===== src/rtl/npc_pkg.sv =====
// rtl/npc_pkg.sv - shared NPC core constants, instruction field positions and IFU state encoding.
package npc_pkg;

  localparam logic [63:0] RESET_PC_DEFAULT = 64'h0000_0000_8000_0000;
  localparam logic [31:0] NOP_INST         = 32'h0000_0013;

  localparam int OPCODE_LSB = 0;
  localparam int OPCODE_MSB = 6;
  localparam int FUNCT3_LSB = 12;
  localparam int FUNCT3_MSB = 14;
  localparam int FUNCT7_LSB = 25;
  localparam int FUNCT7_MSB = 31;

  typedef enum logic [2:0] {
    IFU_RESET_WAIT,
    IFU_REQ,
    IFU_WAIT,
    IFU_HOLD,
    IFU_HALTED
  } ifu_state_e;

  function automatic logic word_aligned(input logic [1:0] addr_lsb);
    return addr_lsb == 2'b00;
  endfunction

endpackage


===== src/rtl/ifu_fetch_if.sv =====
// rtl/ifu_fetch_if.sv - instruction memory port and decode-side port bundles for ifu_fetch.
interface ifu_imem_if #(parameter int XLEN = 64);
  logic            imem_req_valid;
  logic            imem_req_ready;
  logic [XLEN-1:0] imem_addr;
  logic            imem_rsp_valid;
  logic [31:0]     imem_rsp_data;
  logic            imem_rsp_err;

  modport master (
    output imem_req_valid, imem_addr,
    input  imem_req_ready, imem_rsp_valid, imem_rsp_data, imem_rsp_err
  );
  modport slave (
    input  imem_req_valid, imem_addr,
    output imem_req_ready, imem_rsp_valid, imem_rsp_data, imem_rsp_err
  );
endinterface

interface ifu_dec_if #(parameter int XLEN = 64);
  logic            out_valid;
  logic            out_ready;
  logic [XLEN-1:0] out_pc;
  logic [31:0]     out_inst;
  logic [6:0]      out_opcode;
  logic [2:0]      out_funct3;
  logic [6:0]      out_funct7;
  logic            out_fault;

  modport master (
    output out_valid, out_pc, out_inst, out_opcode, out_funct3, out_funct7, out_fault,
    input  out_ready
  );
  modport slave (
    input  out_valid, out_pc, out_inst, out_opcode, out_funct3, out_funct7, out_fault,
    output out_ready
  );
endinterface


===== src/rtl/ifu_pc_gen.sv =====
// rtl/ifu_pc_gen.sv - fetch PC register with +4 advance, redirect override and alignment flags.
module ifu_pc_gen
  import npc_pkg::*;
#(
  parameter int              XLEN     = 64,
  parameter logic [XLEN-1:0] RESET_PC = XLEN'(RESET_PC_DEFAULT)
) (
  input  logic            clk,
  input  logic            rst_n,
  input  logic            redirect,
  input  logic [XLEN-1:0] redirect_pc,
  input  logic            advance,
  output logic [XLEN-1:0] pc,
  output logic [XLEN-1:0] pc_next,
  output logic            pc_aligned,
  output logic            pc_next_aligned
);

  logic [XLEN-1:0] pc_q;
  logic [XLEN-1:0] pc_d;

  // Redirect has priority over sequential advance; +4 wraps modulo 2^XLEN.
  always_comb begin
    pc_d = pc_q;
    if (redirect) begin
      pc_d = redirect_pc;
    end else if (advance) begin
      pc_d = pc_q + XLEN'(4);
    end
  end

  always_ff @(posedge clk or negedge rst_n) begin
    if (!rst_n) begin
      pc_q <= RESET_PC;
    end else begin
      pc_q <= pc_d;
    end
  end

  assign pc              = pc_q;
  assign pc_next         = pc_d;
  assign pc_aligned      = word_aligned(pc_q[1:0]);
  assign pc_next_aligned = word_aligned(pc_d[1:0]);

endmodule


===== src/rtl/ifu_fetch.sv =====
// rtl/ifu_fetch.sv - single-outstanding instruction fetch FSM with redirect, halt and fault handling.
module ifu_fetch
  import npc_pkg::*;
#(
  parameter int              XLEN     = 64,
  parameter logic [XLEN-1:0] RESET_PC = XLEN'(RESET_PC_DEFAULT)
) (
  input  logic            clk,
  input  logic            rst_n,
  ifu_imem_if.master      imem,
  ifu_dec_if.master       dec,
  input  logic            redirect_valid,
  input  logic [XLEN-1:0] redirect_pc,
  input  logic            halt
);

  ifu_state_e      state_q, state_d;
  logic            drop_q, drop_d;
  logic            req_valid_q, req_valid_d;
  logic            out_valid_q, out_valid_d;
  logic [XLEN-1:0] out_pc_q, out_pc_d;
  logic [31:0]     inst_q, inst_d;
  logic            fault_q, fault_d;

  logic            pc_redirect;
  logic            pc_advance;
  logic [XLEN-1:0] pc;
  logic [XLEN-1:0] pc_next;
  logic            pc_aligned;
  logic            pc_next_aligned;
  logic            req_fire;

  ifu_pc_gen #(
    .XLEN     (XLEN),
    .RESET_PC (RESET_PC)
  ) u_pc_gen (
    .clk             (clk),
    .rst_n           (rst_n),
    .redirect        (pc_redirect),
    .redirect_pc     (redirect_pc),
    .advance         (pc_advance),
    .pc              (pc),
    .pc_next         (pc_next),
    .pc_aligned      (pc_aligned),
    .pc_next_aligned (pc_next_aligned)
  );

  assign req_fire = req_valid_q && imem.imem_req_ready;

  always_comb begin
    state_d     = state_q;
    drop_d      = drop_q;
    out_pc_d    = out_pc_q;
    inst_d      = inst_q;
    fault_d     = fault_q;
    pc_redirect = 1'b0;
    pc_advance  = 1'b0;

    case (state_q)
      IFU_RESET_WAIT: begin
        pc_redirect = redirect_valid;
        state_d     = IFU_REQ;
      end
      IFU_REQ: begin
        if (redirect_valid) begin
          pc_redirect = 1'b1;
          // A request accepted in the redirect cycle is already in flight; discard its reply.
          if (req_fire) begin
            state_d = IFU_WAIT;
            drop_d  = 1'b1;
          end
        end else if (!pc_aligned) begin
          out_pc_d = pc;
          inst_d   = NOP_INST;
          fault_d  = 1'b1;
          state_d  = IFU_HOLD;
        end else if (req_fire) begin
          state_d = IFU_WAIT;
        end
      end
      IFU_WAIT: begin
        if (redirect_valid) begin
          pc_redirect = 1'b1;
          if (imem.imem_rsp_valid) begin
            drop_d  = 1'b0;
            state_d = IFU_REQ;
          end else begin
            drop_d = 1'b1;
          end
        end else if (imem.imem_rsp_valid) begin
          if (drop_q) begin
            drop_d  = 1'b0;
            state_d = IFU_REQ;
          end else begin
            out_pc_d = pc;
            inst_d   = imem.imem_rsp_err ? NOP_INST : imem.imem_rsp_data;
            fault_d  = imem.imem_rsp_err;
            state_d  = IFU_HOLD;
          end
        end
      end
      IFU_HOLD: begin
        // Halt outranks both redirect and consumption of the held word.
        if (halt) begin
          state_d = IFU_HALTED;
        end else if (redirect_valid) begin
          pc_redirect = 1'b1;
          state_d     = IFU_REQ;
        end else if (dec.out_ready) begin
          pc_advance = 1'b1;
          state_d    = IFU_REQ;
        end
      end
      IFU_HALTED: begin
        state_d = IFU_HALTED;
      end
      default: begin
        state_d = IFU_RESET_WAIT;
      end
    endcase

    req_valid_d = (state_d == IFU_REQ) && pc_next_aligned;
    out_valid_d = (state_d == IFU_HOLD);
  end

  always_ff @(posedge clk or negedge rst_n) begin
    if (!rst_n) begin
      state_q     <= IFU_RESET_WAIT;
      drop_q      <= 1'b0;
      req_valid_q <= 1'b0;
      out_valid_q <= 1'b0;
      out_pc_q    <= RESET_PC;
      inst_q      <= NOP_INST;
      fault_q     <= 1'b0;
    end else begin
      state_q     <= state_d;
      drop_q      <= drop_d;
      req_valid_q <= req_valid_d;
      out_valid_q <= out_valid_d;
      out_pc_q    <= out_pc_d;
      inst_q      <= inst_d;
      fault_q     <= fault_d;
    end
  end

  assign imem.imem_req_valid = req_valid_q;
  assign imem.imem_addr      = pc;

  assign dec.out_valid  = out_valid_q;
  assign dec.out_pc     = out_pc_q;
  assign dec.out_inst   = inst_q;
  assign dec.out_fault  = fault_q;
  assign dec.out_opcode = inst_q[OPCODE_MSB:OPCODE_LSB];
  assign dec.out_funct3 = inst_q[FUNCT3_MSB:FUNCT3_LSB];
  assign dec.out_funct7 = inst_q[FUNCT7_MSB:FUNCT7_LSB];

endmodule


===== src/flat_wrapper.sv =====
// flat-port wrapper written by rule: the top's interface ports become plain ports
module ifu_fetch_flat import npc_pkg::*;
#(
  parameter int              XLEN     = 64,
  parameter logic [XLEN-1:0] RESET_PC = XLEN'(RESET_PC_DEFAULT)
)
  (clk, rst_n, redirect_valid, redirect_pc, halt, imem_imem_req_valid, imem_imem_addr, imem_imem_req_ready, imem_imem_rsp_valid, imem_imem_rsp_data, imem_imem_rsp_err, dec_out_valid, dec_out_pc, dec_out_inst, dec_out_opcode, dec_out_funct3, dec_out_funct7, dec_out_fault, dec_out_ready);
  ifu_imem_if #(.XLEN(XLEN)) imem_i ();
  ifu_dec_if #(.XLEN(XLEN)) dec_i ();
  input  logic clk;
  input  logic rst_n;
  input  logic redirect_valid;
  input  logic [XLEN-1:0] redirect_pc;
  input  logic halt;
  output wire logic [$bits(imem_i.imem_req_valid)-1:0] imem_imem_req_valid;
  output wire logic [$bits(imem_i.imem_addr)-1:0] imem_imem_addr;
  input wire logic [$bits(imem_i.imem_req_ready)-1:0] imem_imem_req_ready;
  input wire logic [$bits(imem_i.imem_rsp_valid)-1:0] imem_imem_rsp_valid;
  input wire logic [$bits(imem_i.imem_rsp_data)-1:0] imem_imem_rsp_data;
  input wire logic [$bits(imem_i.imem_rsp_err)-1:0] imem_imem_rsp_err;
  output wire logic [$bits(dec_i.out_valid)-1:0] dec_out_valid;
  output wire logic [$bits(dec_i.out_pc)-1:0] dec_out_pc;
  output wire logic [$bits(dec_i.out_inst)-1:0] dec_out_inst;
  output wire logic [$bits(dec_i.out_opcode)-1:0] dec_out_opcode;
  output wire logic [$bits(dec_i.out_funct3)-1:0] dec_out_funct3;
  output wire logic [$bits(dec_i.out_funct7)-1:0] dec_out_funct7;
  output wire logic [$bits(dec_i.out_fault)-1:0] dec_out_fault;
  input wire logic [$bits(dec_i.out_ready)-1:0] dec_out_ready;
  assign imem_imem_req_valid = imem_i.imem_req_valid;
  assign imem_imem_addr = imem_i.imem_addr;
  assign imem_i.imem_req_ready = imem_imem_req_ready;
  assign imem_i.imem_rsp_valid = imem_imem_rsp_valid;
  assign imem_i.imem_rsp_data = imem_imem_rsp_data;
  assign imem_i.imem_rsp_err = imem_imem_rsp_err;
  assign dec_out_valid = dec_i.out_valid;
  assign dec_out_pc = dec_i.out_pc;
  assign dec_out_inst = dec_i.out_inst;
  assign dec_out_opcode = dec_i.out_opcode;
  assign dec_out_funct3 = dec_i.out_funct3;
  assign dec_out_funct7 = dec_i.out_funct7;
  assign dec_out_fault = dec_i.out_fault;
  assign dec_i.out_ready = dec_out_ready;
  ifu_fetch #(.XLEN(XLEN), .RESET_PC(RESET_PC)) u_core (.clk(clk), .rst_n(rst_n), .imem(imem_i), .dec(dec_i), .redirect_valid(redirect_valid), .redirect_pc(redirect_pc), .halt(halt));
endmodule

===== config.mk =====
export PLATFORM = sky130hd
export DESIGN_NAME = ifu_fetch_flat
export DESIGN_NICKNAME = d
export VERILOG_FILES = /design/src/rtl/npc_pkg.sv /design/src/rtl/ifu_fetch_if.sv /design/src/rtl/ifu_pc_gen.sv /design/src/rtl/ifu_fetch.sv /design/src/flat_wrapper.sv
export SDC_FILE = /design/constraint.sdc
export NUM_CORES = 1
export LEC_CHECK = 0
export BUFFER_PORTS_ARGS = -buffer_cell sky130_fd_sc_hd__buf_4
export CAP_MARGIN = 40
export CORE_AREA = 10 10 137 139
export CTS_CLUSTER_SIZE = 20
export DETAILED_ROUTE_END_ITERATION = 7
export DIE_AREA = 0 0 147 149
export PLACE_DENSITY = 0.91
export SYNTH_ARGS = -nofsm -noshare
export SYNTH_HDL_FRONTEND = slang
export SYNTH_SLANG_ARGS = --single-unit

===== constraint.sdc =====
create_clock -name clk -period 3.9 [get_ports clk]
set_clock_uncertainty 0.15 [all_clocks]
set_input_delay 0.78 -clock clk [delete_from_list [all_inputs] [get_ports clk]]
set_output_delay 0.78 -clock clk [all_outputs]
set_load 0.01 [all_outputs]

==> run summary, run 1 <==
Worst skew pair latency -> 0.43 ns
Routed len/inst -> 21.96 um
Syn. warnings -> 0
H-tree levels -> 4
RR Endpoint -> u_core.u_pc_gen.pc[57]
Count of pins over their slew limit -> 0
Die X -> 147 um
Fin crit period -> 2.944 ns
Initial antenna violation count -> 0
Required time of the worst setup path -> 4.10 ns
Power density over cell area -> 739.8 nW/um^2
CP Class -> register to register
Syn_area_per_cell -> 10.66 um^2
Area of the multi-input gates -> 3475 um^2
TritonCTS clock tree -> done
M1 wire length -> 10350 um
First-pass GRT wire length -> 42950 um
FILL cells -> 1241
Max rail drop VDD -> 472.5 uV
Worst r2r path cells -> 5
Critical path startpoint category -> register
Final Cycle Share -> 75.49%
Inst Count DP -> 1204
Length of routed met2 wiring -> 13240 um
CTS sink cnt -> 167
Io pins -> 284
Power, Total -> 8.008 mW
Hold WS -> 0.2218 ns
Top-count cell post-synth -> dfrtp_1
Antenna viol nets, final -> 0
TritonCTS Buffers -> 17
Status -> finished clean
Reg-to-reg slack, setup -> 0.96 ns
Worst slack at placement -> 0.7732 ns
Fin cells -> 1236
Setup WS post-layout -> 0.9559 ns
Share of layout cells above drive strength 1 -> 40.45%
Area after DPL -> 10210 um^2
Max-cap violations -> 0
Number of synthesized flops with an enable pin -> 0
Slew HR -> 41.72%
Post-CTS setup buffers -> 0
Netlist Area Pre-Place -> 7975 um^2
Worst setup endpoint -> u_core.u_pc_gen.pc[57]
Die Ht -> 149 um
Yosys reg bits -> 167
Post-synthesis simple-gate area fraction -> 19.78%
Worst-path clk slew -> 0.07 ns
Final RePlAce weighted congestion -> 0.9714
Worst slew pin tran -> 0.8662 ns
Root Driver -> clkbuf_16
Uppermost layer routed -> met4
Gr ovfl total -> 0
CTS resizes -> 0
Core area -> 16170 um^2
Vias in the first global route -> 7572
Setup crit start -> u_core.state_q[0]
Setup TNS -> 0 ns
Highest Clock Rate -> 339.7 MHz
First-pass iteration count of the detailed router -> 5
Leakage power -> 4.890 nW
Main synth FF type -> dfrtp_1
Final hold vios -> 0
CTS Hold Bufs -> 0
Reg-to-reg critical path startpoint -> u_core.state_q[0]
Syn nets -> 853
FF/Latch Area -> 4185 um^2
Post-synthesis adder-cell area fraction -> 0.1569%
Gr usage total -> 24.39%
RSZ-0062 raised after global routing -> no
Synth Instances -> 748
Seq/Total Area, Yosys -> 52.48%
Cell taking the most area after synthesis -> dfrtp_1
DR WL met3 -> 2857 um
Num rows -> 47
IO Port Bufs -> 283
Cells taking the most area after synthesis -> dfrtp_1, mux2_2, nand2_1
Compound-Gate Fraction of Synth Area -> 11.66%
Crit-path max FO -> 13
Portion of netlist area occupied by mux cells -> 8.174%
DP HPWL -> 20350 um
Starting DRC count in detailed routing -> 697
Starting Density -> 49.32%
WP data arrival -> 3.14 ns
Synth-to-Final Area Change -> 35.74%
Fraction of registers with async set/reset -> 100.0%
Total die area -> 21900 um^2
Setup-failing EPs final -> 0
Vias per cell -> 5.981
Share of the synthesized area in the top cell type -> 50.83%
Tightest Hold Check Type -> input port to async pin
Synth unique cells -> 57
XOR/XNOR share of the synthesized area -> 3.404%
Finished Core Util -> 66.94%
Via Count -> 7393
Crit path capture type -> register
Longest Clk Path Bufs -> 2
Top cells by count, synth -> dfrtp_1, nand2_1, mux2_2, nor2_1, o21ai_0
Post-route DRC -> 0
Largest family of logic cells by synthesized area -> simple AND/OR/NAND/NOR gates
Design Area, Final -> 10830 um^2
Nets -> 1108
Drt total wl -> 27140 um
Ant. Diodes -> 0
Largest net degree at the start of global routing -> 78
==> cell families after synthesis <==
logic type                 after synthesis
and+or+nand+nor                        282
muxes                                   58
buffers and inverters                   71
xor gates and xnor gates                31
DFF                                    167
adders and majority gates                1
AOI/OAI and AO/OA                      138
==> cell type report <==
type	instances	area share [%]
flip-flops and latches	167	38.66
multi-input cells	510	32.10
repair buffers	293	20.56
clock buffers	17	3.930
well taps	220	2.543
clock inverters	15	1.722
inverters	14	0.4854
==> flip-flops by register name, summed over array words and instances, names as in the netlist <==
register,count
u_core.dec.out_fault,1
u_core.state_q,3
u_core.dec.out_inst,32
u_core.dec.out_valid,1
u_core.u_pc_gen.pc,64
u_core.imem.imem_req_valid,1
u_core.drop_q,1
u_core.dec.out_pc,64
==> cell usage in the layout, fill, tap and decap left out, types with 9 or more instances in the layout <==
master and instances:
nor3_1 18, nand4_1 33, xnor2_1 20, a31oi_1 16, xor2_1 11, mux2_2 57, buf_4 289, o21ai_0 43
nor4_1 15, or3_1 11, dfrtp_1 162, nand2_1 72, and3_1 9, inv_1 14, clkbuf_16 17, nand3_1 28
nor2_1 50, a22o_1 29
==> worst max-delay path, cell delays in order, from the launching register on <==
cell and delay, ns:
dfrtp_1 0.65, and4bb_2 0.34, nand4_1 0.49, nor4_1 0.84, nand4_1 0.19, a31oi_1 0.20
==> how the worst min path moves through the flow <==
stage                                  end  slack [ns]  cells past startpoint
finish               u_core.dec.out_pc[48]        0.22                      1
global route         u_core.dec.out_pc[61]        0.28                      1
CTS                  u_core.dec.out_pc[48]        0.25                      1
detailed placement  u_core.dec.out_inst[1]        0.32                      2
global placement    u_core.dec.out_inst[0]        0.31                      2
floorplan           u_core.dec.out_inst[0]        0.32                      2
==> layer usage <==
metal  global-route usage [%]  vias to the layer above
met5                        0                        -
met4                    8.176                        0
met1                    29.73                     3598
met3                    8.434                       63
met2                    39.76                      471
li1                         -                     3261
==> power breakdown <==
part / internal [mW] / switching [mW] / leakage (nW)
registers: 2.38 / 0.778 / 2.02
clock network: 1.02 / 0.752 / 0.288
logic: 1.57 / 1.50 / 2.58
total: 4.97 / 3.03 / 4.89
Power figures use the tool's default switching activity.
==> run 2: changes to the inputs <==
--- a/config.mk
+++ b/config.mk
@@ -7,11 +7,11 @@
 export LEC_CHECK = 0
 export BUFFER_PORTS_ARGS = -buffer_cell sky130_fd_sc_hd__buf_4
 export CAP_MARGIN = 40
-export CORE_AREA = 10 10 137 139
+export CORE_AREA = 10 10 138 140
 export CTS_CLUSTER_SIZE = 20
 export DETAILED_ROUTE_END_ITERATION = 7
-export DIE_AREA = 0 0 147 149
-export PLACE_DENSITY = 0.91
+export DIE_AREA = 0 0 148 150
+export PLACE_DENSITY = 0.9
 export SYNTH_ARGS = -nofsm -noshare
 export SYNTH_HDL_FRONTEND = slang
 export SYNTH_SLANG_ARGS = --single-unit
==> constraint.sdc (replaced) <==
create_clock -name clk -period 2.9 [get_ports clk]
set_clock_uncertainty 0.15 [all_clocks]
set_input_delay 0.58 -clock clk [delete_from_list [all_inputs] [get_ports clk]]
set_output_delay 0.58 -clock clk [all_outputs]
set_load 0.01 [all_outputs]
==> run summary, run 2 (synthesis results as in run 1) <==
Status -> finished clean
Die X -> 148 um (+0.68%)
Routed len/inst -> 21.38 um (-2.6%)
Root Driver -> clkbuf_16
Setup TNS -> 0 ns (unchanged)
Worst setup endpoint -> u_core.u_pc_gen.pc[53]
Reg-to-reg slack, setup -> 0.15 ns (-0.81 ns)
CP Class -> register to register
Via Count -> 7360 (-0.45%)
TritonCTS Buffers -> 17 (unchanged)
Largest net degree at the start of global routing -> 54 (-31%)
Share of layout cells above drive strength 1 -> 41.39% (+0.94 points)
Die Ht -> 150 um (+0.67%)
Post-CTS setup buffers -> 0 (unchanged)
M2 GR Usage -> 38.69% (-1.1 points)
Num rows -> 47 (unchanged)
RSZ-0062 raised after global routing -> no
Most common cell after layout, fill and taps aside -> buf_4
Longest Clk Path Bufs -> 2 (unchanged)
Post-route DRC -> 0 (unchanged)
Leakage power -> 4.993 nW (+2.1%)
CTS sink cnt -> 167 (unchanged)
Worst slew pin tran -> 0.6816 ns (-0.1846 ns)
Nets -> 1126 (+1.6%)
Io pins -> 284 (unchanged)
Total die area -> 22200 um^2 (+1.4%)
DP HPWL -> 20530 um (+0.90%)
Final hold vios -> 0 (unchanged)
Required time of the worst setup path -> 3.09 ns (-1.01 ns)
Worst slack at placement -> 0.1354 ns (-0.6378 ns)
Busiest grt layer -> met2
CTS Hold Bufs -> 1 (+1)
Fin crit period -> 2.753 ns (-0.1911 ns)
H-tree levels -> 4 (unchanged)
Finished Core Util -> 67.17% (+0.23 points)
Critical path startpoint category -> register
Power density over cell area -> 975.5 nW/um^2 (+32%)
Reg-to-reg critical path startpoint -> u_core.u_pc_gen.pc[33]
Vias in the first global route -> 7417 (-2.0%)
Setup crit start -> u_core.u_pc_gen.pc[33]
Drt total wl -> 26810 um (-1.2%)
RR Endpoint -> u_core.u_pc_gen.pc[53]
Power, Total -> 10.71 mW (+34%)
WP data arrival -> 2.95 ns (-0.19 ns)
Inst Count DP -> 1221 (+1.4%)
Max-cap violations -> 0 (unchanged)
Met3 global-route usage -> 7.729% (-0.70 points)
Most frequent cells in the layout -> buf_4, dfrtp_1, nand2_1
FILL cells -> 1211 (-2.4%)
Worst r2r path cells -> 5 (unchanged)
CTS resizes -> 0 (unchanged)
Gr ovfl total -> 0 (unchanged)
First-pass iteration count of the detailed router -> 5 (unchanged)
Tightest Hold Check Type -> input port to register
Setup-failing EPs final -> 0 (unchanged)
Starting DRC count in detailed routing -> 704 (+1.0%)
First-pass GRT wire length -> 41480 um (-3.4%)
Final Cycle Share -> 94.93% (+19 points)
TritonCTS clock tree -> done
Final RePlAce weighted congestion -> 0.8887 (-8.5%)
Initial antenna violation count -> 0 (unchanged)
Gr usage total -> 23.38% (-1.0 points)
Crit-path max FO -> 11 (-2)
Starting Density -> 48.78% (-0.53 points)
Highest Clock Rate -> 363.2 MHz (+6.9%)
Antenna viol nets, final -> 0 (unchanged)
Crit path capture type -> register
Count of pins over their slew limit -> 0 (unchanged)
Vias per cell -> 5.869 (-1.9%)
Core area -> 16350 um^2 (+1.1%)
Slew HR -> 54.44% (+13 points)
Worst skew pair latency -> 0.42 ns (about the same)
Max rail drop VDD -> 729.0 uV (+54%)
Synth-to-Final Area Change -> 37.68%
Fin cells -> 1254 (+1.5%)
IO Port Bufs -> 283 (unchanged)
Routing usage on met1 -> 28.11% (-1.6 points)
Worst-path clk slew -> 0.07 ns (about the same)
Ant. Diodes -> 0 (unchanged)
Setup WS post-layout -> 0.1470 ns (-0.8089 ns)
Hold Crit Depth -> 2
==> run 2: routing by layer <==
metal  vias up  share of wire (%)
li1       3300                  -
met1      3562                 38
met2       445                 49
met3        53                 11
met4         0                2.3
met5         -                  0
==> run 2: where the power goes <==
part           total [mW]  switching, mW  internal, mW  leakage, nW
clock                2.27          0.985          1.29        0.286
sequential           4.22           1.01          3.21         2.02
combinational        4.22           2.04          2.17         2.69
==> run 2: layout make-up <==
cell class              instances  area, um^2  area share, %
flip-flops and latches        167        4185          38.12
multi-input cells             510        3475          31.64
repair buffers                311        2404          21.89
clock buffers                  17       425.4          3.874
well taps                     220       275.3          2.507
clock inverters                15       163.9          1.493
inverters                      14       52.55         0.4786
==> run 2: worst min path at each step <==
stage / slack (ns) / startpoint / endpoint
floorplan: 0.13 / rst_n / u_core.dec.out_fault
global placement: 0.31 / u_core.dec.out_inst[1] / u_core.dec.out_inst[1]
detailed placement: 0.32 / u_core.dec.out_pc[7] / u_core.dec.out_pc[7]
CTS: 0.19 / redirect_pc[18] / u_core.u_pc_gen.pc[18]
global route: 0.21 / imem_imem_rsp_data[28] / u_core.dec.out_inst[28]
finish: 0.21 / imem_imem_rsp_valid / u_core.drop_q
==> run 2: per-stage QoR <==
| stage | hold slack [ns] | cell area [um^2] |
|---|---|---|
| 2_1_floorplan | 0.1344 | 7975 |
| 3_3_place_gp | 0.3127 | 10380 |
| 3_5_place_dp | 0.3219 | 10380 |
| 4_1_cts | 0.1889 | 10980 |
| 5_1_grt | 0.2091 | 10980 |
| 6_report | 0.2071 | 10980 |
==> run 2: worst max-delay path, cell delays in order (launching register included) <==
cell and delay [ns]:
dfrtp_1 0.48, and4_1 0.47, nor4bb_1 0.63, nand4_1 0.35, or3_1 0.43, a31oi_1 0.16
==> run 3: changes to the inputs <==
--- a/config.mk
+++ b/config.mk
@@ -7,11 +7,11 @@
 export LEC_CHECK = 0
 export BUFFER_PORTS_ARGS = -buffer_cell sky130_fd_sc_hd__buf_4
 export CAP_MARGIN = 40
-export CORE_AREA = 10 10 138 140
+export CORE_AREA = 10 10 106 202
 export CTS_CLUSTER_SIZE = 20
 export DETAILED_ROUTE_END_ITERATION = 7
-export DIE_AREA = 0 0 148 150
-export PLACE_DENSITY = 0.9
+export DIE_AREA = 0 0 116 212
+export PLACE_DENSITY = 0.86
 export SYNTH_ARGS = -nofsm -noshare
 export SYNTH_HDL_FRONTEND = slang
 export SYNTH_SLANG_ARGS = --single-unit
==> constraint.sdc (replaced) <==
create_clock -name clk -period 2.3 [get_ports clk]
set_clock_uncertainty 0.15 [all_clocks]
set_input_delay 0.46 -clock clk [delete_from_list [all_inputs] [get_ports clk]]
set_output_delay 0.46 -clock clk [all_outputs]
set_load 0.01 [all_outputs]
==> run summary, run 3 (synthesis results as in run 1) <==
Status -> complete, but fails checks
Synth-to-Final Area Change -> 48.92%
P_int -> 8.965 mW (+34%)
Vias per cell -> 5.774 (-1.6%)
Max rail drop VDD -> 620.2 uV (-15%)
Count of pins over their slew limit -> 0 (unchanged)
WP data arrival -> 2.63 ns (-0.32 ns)
Max-cap violations -> 0 (unchanged)
Clk pwr share -> 20.5% (-0.7 points)
Vias in the first global route -> 8105 (+9.3%)
Sw Share -> 37.26% (-0.49 points)
Area after DPL -> 11040 um^2 (+6.4%)
Num rows -> 70 (+49%)
Share of layout cells above drive strength 1 -> 48.26% (+6.9 points)
Setup-failing EPs final -> 20 (+20)
Routed len/inst -> 22.65 um (+5.9%)
First-pass iteration count of the detailed router -> 6 (+1)
Most common cell after layout, fill and taps aside -> buf_4
Final RePlAce weighted congestion -> 0.9387 (+5.6%)
Worst slew pin tran -> 0.4864 ns (-0.1952 ns)
Most frequent cells in the layout -> buf_4, dfrtp_1, nand2_1
Power, Total -> 14.29 mW (+33%)
Starting DRC count in detailed routing -> 535 (-24%)
Slew HR -> 67.57% (+13 points)
Nets -> 1217 (+8.1%)
Ant. Diodes -> 0 (unchanged)
Starting Density -> 43.78% (-5.0 points)
Total die area -> 24590 um^2 (+11%)
Finished Core Util -> 65.19% (-2.0 points)
First-pass GRT wire length -> 45370 um (+9.4%)
Initial antenna violation count -> 0 (unchanged)
Longest Clk Path Bufs -> 2 (unchanged)
P_sw -> 5.323 mW (+32%)
IO Port Bufs -> 283 (unchanged)
Drt total wl -> 30320 um (+13%)
Io pins -> 284 (unchanged)
Post-route DRC -> 0 (unchanged)
Setup WS post-layout -> -0.1317 ns (-0.2786 ns)
Comb power frac -> 44.4% (+5.0 points)
Gr usage total -> 24.04% (+0.66 points)
Share of power burned in registers -> 35.1% (-4.3 points)
Power density over cell area -> 1203 nW/um^2 (+23%)
Fin crit period -> 2.432 ns (-0.3214 ns)
Core area -> 18220 um^2 (+11%)
CP Class -> register to register
Die Ht -> 212 um (+41%)
CTS sink cnt -> 167 (unchanged)
Required time of the worst setup path -> 2.50 ns (-0.59 ns)
Design Area, Final -> 11880 um^2 (+8.2%)
Largest net degree at the start of global routing -> 62 (+15%)
Highest Clock Rate -> 411.2 MHz (+13%)
CP max-delay cell -> dfrtp_1
Worst-path clk slew -> 0.07 ns (about the same)
RSZ-0062 raised after global routing -> yes
Final Cycle Share -> 105.7% (+11 points)
H-tree levels -> 4 (unchanged)
Root Driver -> clkbuf_16
Antenna viol nets, final -> 0 (unchanged)
Hold WS -> 0.07368 ns (-0.1334 ns)
Crit path capture type -> register
Tightest Hold Check Type -> input port to register
Critical path startpoint category -> register
Die X -> 116 um (-22%)
Worst skew pair latency -> 0.43 ns (about the same)
Max incr delay on CP -> 0.40 ns (-0.23 ns)
Violated checks -> negative setup slack
Leakage power -> 5.519 nW (+11%)
TritonCTS clock tree -> done
Final hold vios -> 0 (unchanged)
TritonCTS Buffers -> 17 (unchanged)
Via Count -> 7732 (+5.1%)
Cell chain of the critical path -> ha_2 -> nand4_1 -> buf_4 -> nor4_4 -> buf_4 -> nand4_1 -> or3_1 -> a31oi_1
Crit-path max FO -> 3 (-8)
Gr ovfl total -> 0 (unchanged)
DP HPWL -> 23560 um (+15%)
[run 3: cell count changes in the layout (fill, tap and decap cells not counted), sizes merged]
cell / delta
inv: -6
clkinvlp: +3
buf: +91
clkbuf: +2
bufinv: +1
clkinv: -2
[run 3: metal layers]
| metal | global-route usage, % | vias up | share of wire, % |
|---|---|---|---|
| met4 | 14.71 | 0 | 5.5 |
| met5 | 0 | - | 0 |
| met2 | 43.43 | 370 | 54 |
| met3 | 4.826 | 102 | 6.3 |
| li1 | - | 3470 | - |
| met1 | 24.41 | 3790 | 34 |
[run 3: layout make-up]
cell class	instances	area, um^2
fillers	1390	6341
flip-flops and latches	167	4189
multi-input cells	510	3657
repair buffers	402	3114
clock buffers	19	442.9
well taps	216	270.3
clock inverters	11	150.1
inverters	14	52.55
[run 3: stage by stage]
stage / instances / worst slack, ns / setup TNS (ns)
global placement: 1304 / -0.1369 / -0.7240
floorplan: 748 / 0.001698 / 0
global route: 1339 / -0.2407 / -3.243
detailed placement: 1304 / -0.1750 / -1.603
CTS: 1337 / 0.0004661 / 0
finish: 1339 / -0.1317 / -1.402
[run 3: what timing repair did]
action / in CTS / in global routing
buffers inserted: 2 / 2
setup endpoints to repair: 14 / 63
gates resized for setup: 10 / 35
cloned: 0 / 0
pin swaps: 4 / 18
hold buffers: 1 / 0
endpoints found under the hold margin: 36 / 0
[run 3: power groups by stage]
stage | logic, mW | clock network (mW) | registers, mW
floorplan | 2.24 | 0 | 5.46
finish | 6.34 | 2.93 | 5.02
detailed placement | 6.27 | 0 | 5.01
global route | 6.78 | 3.08 | 5.16
CTS | 6.31 | 2.97 | 4.98
global placement | 6.13 | 0 | 4.93
[run 3: worst max-delay path, delay by kind of cell (launching register included)]
kind,cells,cell delay (ns)
AND/OR/NAND/NOR,4,1.02
adder cells (fa/ha/maj),1,0.22
flip-flops,1,0.40
buffers and inverters,2,0.40
AO/OA/AOI/OAI,1,0.16
[run 3: worst paths after layout]
path	start	end	slack, ns	cells after the start
min reg2reg	u_core.dec.out_inst[4]	u_core.dec.out_inst[4]	0.33	2
min	redirect_pc[16]	u_core.u_pc_gen.pc[16]	0.07	3
min in group asynchronous	rst_n	u_core.dec.out_inst[29]	0.41	2
max in group asynchronous	rst_n	u_core.dec.out_pc[31]	0.94	3
max	u_core.u_pc_gen.pc[2]	u_core.u_pc_gen.pc[58]	-0.13	8
max reg2reg	u_core.u_pc_gen.pc[2]	u_core.u_pc_gen.pc[58]	-0.13	8
